[src/rtl/mac_sat_drain.sv]
// mac_sat_drain: saturate MAC output words and buffer them in a FIFO with valid/ready drain
//
// Captures each 40-bit {protect,result} word from the MAC, clips it to a
// 32-bit word (single mode) or two independent 16-bit lanes (dual mode), and
// queues {sat,data} in a DEPTH-entry FIFO. mac_stall is raised early enough
// that STALL_MARGIN words still in flight are absorbed without overflow.
//
// Optional feature: define MAC_DRAIN_SATCNT_EN to add a 16-bit saturating
// counter of pushed words that were clipped (port sat_count).
//
// Ports:
//   clk        rising-edge clock
//   reset      asynchronous active-high reset
//   in_valid   new MAC word on protect/result this cycle
//   in_dual    0 = one 32-bit word, 1 = two 16-bit lanes
//   protect    8 MAC guard bits
//   result     32 MAC result bits
//   mac_stall  registered stall request to the MAC
//   out_data   saturated word at the FIFO head
//   out_sat    head word was clipped (any lane)
//   out_valid  FIFO non-empty
//   out_ready  consumer takes head when out_valid && out_ready
//   overflow   sticky: a word arrived while the FIFO was full
//   clr_ovf    synchronous clear of overflow (and sat_count)
//   sat_count  (MAC_DRAIN_SATCNT_EN only) count of clipped pushes
module mac_sat_drain #(
    parameter int DEPTH        = 8,
    parameter int STALL_MARGIN = 2
) (
    input  logic        clk,
    input  logic        reset,
    input  logic        in_valid,
    input  logic        in_dual,
    input  logic [7:0]  protect,
    input  logic [31:0] result,
    output logic        mac_stall,
    output logic [31:0] out_data,
    output logic        out_sat,
    output logic        out_valid,
    input  logic        out_ready,
    output logic        overflow,
    input  logic        clr_ovf
`ifdef MAC_DRAIN_SATCNT_EN
    ,
    output logic [15:0] sat_count
`endif
);
    localparam int PW = $clog2(DEPTH);
    localparam int CW = PW + 1;

    // A 20-bit lane fits in 16 bits only when its top five bits are all equal.
    function automatic logic [16:0] sat20(input logic [19:0] x);
        logic clip;
        clip = !((&x[19:15]) || !(|x[19:15]));
        return {clip, clip ? (x[19] ? 16'h8000 : 16'h7FFF) : x[15:0]};
    endfunction

    logic [39:0] w_v;
    logic        w_s_clip;
    logic [31:0] w_s_data;
    logic [16:0] w_hi;
    logic [16:0] w_lo;
    logic [31:0] w_in_data;
    logic        w_in_sat;

    assign w_v       = {protect, result};
    assign w_s_clip  = !((&w_v[39:31]) || !(|w_v[39:31]));
    assign w_s_data  = w_s_clip ? (w_v[39] ? 32'h8000_0000 : 32'h7FFF_FFFF) : w_v[31:0];
    assign w_hi      = sat20({protect[7:4], result[31:16]});
    assign w_lo      = sat20({protect[3:0], result[15:0]});
    assign w_in_data = in_dual ? {w_hi[15:0], w_lo[15:0]} : w_s_data;
    assign w_in_sat  = in_dual ? (w_hi[16] | w_lo[16]) : w_s_clip;

    logic [32:0]   r_mem [DEPTH];
    logic [PW-1:0] r_wr;
    logic [PW-1:0] r_rd;
    logic [CW-1:0] r_count;
    logic [31:0]   r_data;
    logic          r_sat;
    logic          r_stall;
    logic          r_ovf;

    logic          w_full;
    logic          w_empty;
    logic          w_push;
    logic          w_pop;
    logic [CW-1:0] w_count_next;
    logic [PW-1:0] w_rd_next;
    logic          w_head_new;

    assign w_full       = r_count == CW'(DEPTH);
    assign w_empty      = r_count == '0;
    assign w_push       = in_valid && !w_full;
    assign w_pop        = !w_empty && out_ready;
    assign w_count_next = r_count + CW'(w_push) - CW'(w_pop);
    assign w_rd_next    = r_rd + PW'(w_pop);
    // Nothing left after this edge's pop: the incoming word becomes the head
    // directly, since it is not readable from the array until after the edge.
    assign w_head_new   = (r_count - CW'(w_pop)) == '0;

    always_ff @(posedge clk) begin
        if (w_push) r_mem[r_wr] <= {w_in_sat, w_in_data};
    end

    always_ff @(posedge clk or posedge reset) begin
        if (reset) begin
            r_wr    <= '0;
            r_rd    <= '0;
            r_count <= '0;
            r_data  <= '0;
            r_sat   <= 1'b0;
            r_stall <= 1'b0;
            r_ovf   <= 1'b0;
        end else begin
            r_wr    <= r_wr + PW'(w_push);
            r_rd    <= w_rd_next;
            r_count <= w_count_next;
            r_stall <= (CW'(DEPTH) - w_count_next) <= CW'(STALL_MARGIN);
            r_ovf   <= clr_ovf ? 1'b0 : (r_ovf || (in_valid && w_full));
            // Head register keeps its last value once the FIFO drains empty.
            if (w_count_next != '0)
                {r_sat, r_data} <= w_head_new ? {w_in_sat, w_in_data} : r_mem[w_rd_next];
        end
    end

`ifdef MAC_DRAIN_SATCNT_EN
    logic [15:0] r_sat_count;
    always_ff @(posedge clk or posedge reset) begin
        if (reset)
            r_sat_count <= '0;
        else if (clr_ovf)
            r_sat_count <= '0;
        else if (w_push && w_in_sat && r_sat_count != 16'hFFFF)
            r_sat_count <= r_sat_count + 16'd1;
    end
    assign sat_count = r_sat_count;
`endif

    assign mac_stall = r_stall;
    assign out_data  = r_data;
    assign out_sat   = r_sat;
    assign out_valid = !w_empty;
    assign overflow  = r_ovf;
endmodule

[config.mk]
export PLATFORM = sky130hd
export DESIGN_NAME = mac_sat_drain
export DESIGN_NICKNAME = d
export VERILOG_FILES = /design/src/rtl/mac_sat_drain.sv
export SDC_FILE = /design/constraint.sdc
export NUM_CORES = 1
export LEC_CHECK = 0
export ABC_AREA = 1
export CELL_PAD_IN_SITES_DETAIL_PLACEMENT = 0
export CELL_PAD_IN_SITES_GLOBAL_PLACEMENT = 1
export CORE_ASPECT_RATIO = 1.4
export CORE_UTILIZATION = 40
export CTS_BUF_LIST = sky130_fd_sc_hd__clkbuf_8
export DETAILED_ROUTE_END_ITERATION = 7
export PLACE_DENSITY_LB_ADDON = 0.1
export SLEW_MARGIN = 15
export SYNTH_ARGS = -nofsm -noshare
export SYNTH_HDL_FRONTEND = slang
export SYNTH_SLANG_ARGS = --single-unit
[constraint.sdc]
create_clock -name clk -period 9.1 [get_ports clk]
set_input_delay 1.82 -clock clk [delete_from_list [all_inputs] [get_ports clk]]
set_output_delay 1.82 -clock clk [all_outputs]
set_load 0.02 [all_outputs]
# Word level (Yosys, flattened, before mapping)
# Memories as Yosys holds them, arrays and structs flattened.
# Cells that the tools add are included.
# totals
mem_count,1
ram_bits,264
ff_bits,45
output_inout_bits,36
elab_cells,53
inputBits,46
# classes
eq_ne,1
n_reduce_logical,24
order_cmp,1
add_sub_neg,6
bitwise_logic,1
muxes,12
# memory_table
name,depth,word_bits,rd,rd_clocked_by_memory_dff,wr,line,source
r_mem,8,33,1,0,1,74,logic [32:0] r_mem [DEPTH];
# op_table
cell,n
$mux W32,3
$mux W16,4
$mux W33,1
$reduce_and A5 Y1,2
$reduce_or A5 Y1,2
$reduce_and A9 Y1,1
$reduce_or A9 Y1,1
$logic_not A1 Y1,8
$logic_not A4 Y1,2
$sub A4 B1 Y4,2
$add A3 B1 Y3,2
$add A4 B1 Y4,1
$eq A4 B4 Y1 const B,1
$le A4 B2 Y1 const B,1
$logic_or A1 B1 Y1,4
$mux W1,4
$reduce_bool A4 Y1,1
$sub A4 B4 Y4 const A,1
$logic_and A1 B1 Y1,3
$or A1 B1 Y1,1

# Longest topological paths before layout
# logic_depth
depth_word,7
mapped_depth,17
depth_no_buf,16

# Worst setup path before layout
# OpenSTA, ideal clock, no wires.
# synth_timing
kind,in2reg
start,input in_valid
end,memory r_mem[0][0] (enable)
t_arrival_ps,3597
stages,3
setup_slack_ps,5080
t_required_ps,8677
path_buffers,0
setup_ps,423
path_cell_list,nand2_1 -> or2_2 -> nor2_1
# synth_via
elab_chain_len,3
# synth_rtl
item,line,source
start: declaration,32,"input logic in_valid,"
$logic_and A1 B1 Y1,93,assign w_push = in_valid && !w_full;
$mux W1,102,"if (w_push) r_mem[r_wr] <= {w_in_sat, w_in_data};"
$mux W1 (implied by the code),102,
end: declaration,74,
# No other way between the ends.

# Worst setup path after layout
# layout_timing
start,input out_ready
end,register r_data[25] (netlist: out_data[25])
# layout_via
elab_chain_len,4
word_cells_on_any_way,8
classes_between,add/sub (3); mux (1); reduce/logical (3); memory (1)
# layout_rtl
item,line,source
start: declaration,40,"input logic out_ready,"
$logic_and A1 B1 Y1,94,assign w_pop = !w_empty && out_ready;
$add A3 B1 Y3,96,assign w_rd_next = r_rd + PW'(w_pop);
via w_rd_next[0],88,logic [PW-1:0] w_rd_next;
$mem_v2 Z8 W33,--,
$mux W33,122,"{r_sat, r_data} <= w_head_new ? {w_in_sat, w_in_data} : r_mem[w_rd_next];"
end signal: assignment,122,
end: declaration,78,logic [31:0] r_data;
# The timed path passes the listed nets, and every way through them passes these cells.
# A chain may end at the register's enable or synchronous reset.

==> summary.txt <==
Outcome: complete, no violations
Clk sinks: 309
Fin. max-slew vios: 0
Post-Layout Cell Count: 1788
Worst-path cell chain: clkdlybuf4s50_1 -> and2_1 -> ha_4 -> inv_2 -> buf_4 -> nor2_1 -> nor2_1 -> o21ai_0 -> nand3_1 -> nand3_1 -> nand2_1 -> inv_1 -> a21oi_1
Post-CTS Setup Inserts: 0
Commonest cells after routing, fill and taps aside: 264 x edfxtp_1, 253 x nor2_1, 141 x nand2_1
Placed Instances: 1696
Drt wl/cell: 18.6 um
CTS root buf: clkbuf_8
Fin worst setup slack: 4300 ps
Worst Path Max Fanout: 81
Yosys warns: 0
Most common cell after layout, fill and taps aside: edfxtp_1
Final period util: 52.7%
Num rows: 79
Worst VDD drop: 303 uV
RSZ-0062 raised after global routing: false
FMAX: 0.208 GHz
Post-synthesis cell count: 1219
Clk pin slew, worst setup/hold paths: 60 ps
Reg-to-Reg Start: r_count[2]$_DFF_PP0_
Finished Cell Area: 0.0156 mm^2
Diodes inserted: 0
Die ar.: 0.0343 mm^2
Hold Vio Cnt, Final: 0
Post-Syn Area: 0.0134 mm^2
Worst Setup Start Kind: input port
Iter 0 DRT Violations: 591
Leakage power: 5.85 nW
Post-cts sizing count: 0
GR Util All Layers: 20.5%
DRT antenna net count: 0
Setup TNS: 0 ps
P per Cell Area: 370 mW/mm^2
WP data arrival: 5300 ps
Crit-path max cell delay: 810 ps
Worst hold path class: flip-flop to flip-flop
Minimum clock period: 4800 ps
Vias in the first global route: 8943
Initial Utilization: 40.5%
Via density: 4.98
Req. time, crit path: 9600 ps
Path type of the worst setup path: input port to flip-flop
Yosys top cell by area: edfxtp_1
Synth cell types: 35
Seq cells post-synth: 309
Synth area leaders: edfxtp_1 59%, dfrtp_1 8.4%, nor2_1 7.3%
CTS Buffer Depth: 3
Seq/Total Area, Yosys: 67.5%
# Max-Cap Violations: 0
Area Growth Syn to Fin: 16.1%
Least-Margin Pin Slew: 966 ps
Global-route wire length before repair: 52100 um
Syn avg cell area: 11.0 um^2
H-Tree Depth: 2
Core Footprint: 0.0331 mm^2
Largest net degree at the start of global routing: 82
Top cell type's share of synthesized area: 59.1%
Placed instance area: 0.0146 mm^2
Gr ovfl total: 0
Buffers added on ports: 81
GPL Wtd Cong: 0.763
NumNets Final: 1364
Fin Clk Skew: 28.8 ps
Total Wirelength: 33300 um
CTS tree: built
Hold buffer count at cts: 0
Dpl hpwl: 16400 um
CP max-delay cell: buf_4
Mapped Nets: 1281
DRC Markers: 0
DR pass1 iterations: 4
HP Start: out_sat$_DFFE_PP0P_
Power Total: 5.77 mW
Die Y: 219 um
Die W: 157 um
Worst slew margin: 35.5%
I/O Pins: 82
Pre-CTS setup slack: 3690 ps
Layout cells sized above 1: 11.5%
Initial antenna violation count: 0
TritonCTS buffer count: 49
Worst skew pair latency: 600 ps
Final setup violation count: 0
CP Capture Type: flip-flop
CP startpoint: out_ready
Total number of vias: 8910
[cells in the mapped netlist, drive strengths merged]
| master | n |
|---|---|
| nor3 | 1 |
| a21oi | 37 |
| and2 | 2 |
| or2 | 1 |
| inv | 82 |
| nand2 | 177 |
| o221ai | 2 |
| nand3b | 1 |
| o211ai | 37 |
| nor2 | 262 |
| nand3 | 78 |
| o21ai | 137 |
| buf | 33 |
| o21a | 1 |
| xor2 | 3 |
| ha | 15 |
| xnor2 | 2 |
| clkbuf | 33 |
| edfxtp | 264 |
| o22ai | 2 |
| dfrtp | 45 |
| nand4 | 3 |
| fa | 1 |
[routing by layer]
metal	global-route usage [%]	up-vias	part of all wire, %
met4	6.60	0	1.8
met2	35.3	176	50
li1	-	4345	-
met3	3.05	49	3.6
met1	26.2	4340	44
met5	0	-	0
[sequential cells by signal, summed over array words and instances, names as in the netlist]
signal     flops
overflow       1
r_count        4
r_mem        264
r_wr           3
mac_stall      1
r_rd           3
out_data      32
out_sat        1
[kinds of logic (layout without fill, tap and decap cells)]
| logic type | count (synthesis) | after routing | synth area share [%] |
|---|---|---|---|
| AOI/OAI and AO/OA | 216 | 216 | 9.13 |
| DFF | 309 | 309 | 67.5 |
| adders and majority gates | 16 | 16 | 1.55 |
| xor gates and xnor gates | 5 | 5 | 0.383 |
| and+or+nand+nor | 525 | 525 | 16.5 |
| buffers and inverters | 148 | 272 | 4.89 |
[where the power goes]
part	switching [mW]	total [mW]	internal (mW)
combinational	1.77	2.68	0.907
clock	0.543	1.12	0.576
sequential	0.0964	1.97	1.87
[stage by stage]
step	hold slack, ps	util [%]
6_report	503	47.0
3_3_place_gp	475	44.2
5_1_grt	527	47.0
2_1_floorplan	478	-
4_1_cts	508	47.0
3_5_place_dp	481	44.2
[worst paths after layout]
| check | end | slack (ps) | cells after the start |
|---|---|---|---|
| setup / recovery | out_data[25]$_DFFE_PP0P_ | 4300 | 13 |
| hold / removal | out_sat$_DFFE_PP0P_ | 500 | 2 |
| setup reg to reg | out_data[25]$_DFFE_PP0P_ | 5130 | 15 |
| hold reg to reg | out_sat$_DFFE_PP0P_ | 500 | 2 |
| max in group asynchronous | out_data[12]$_DFFE_PP0P_ | 6770 | 3 |
| min in group asynchronous | out_data[29]$_DFFE_PP0P_ | 1790 | 3 |
[critical path: cells and delay by family]
| family | cells | cell delay [ps] |
|---|---|---|
| simple gates | 6 | 710 |
| compound gates | 2 | 230 |
| buf+inv | 4 | 2010 |
| fa+ha+maj | 1 | 430 |
[cell type report]
| cell class | instances | area [um^2] |
|---|---|---|
| Clock buffer | 54 | 743 |
| Clock inverter | 38 | 186 |
| Fill cell | 3099 | 17500 |
| Inverter | 82 | 309 |
| Multi-Input combinational cell | 762 | 3780 |
| Sequential cell | 309 | 9050 |
| Tap cell | 445 | 557 |
| Timing Repair Buffer | 98 | 938 |
(Power assumes the default switching activity.)
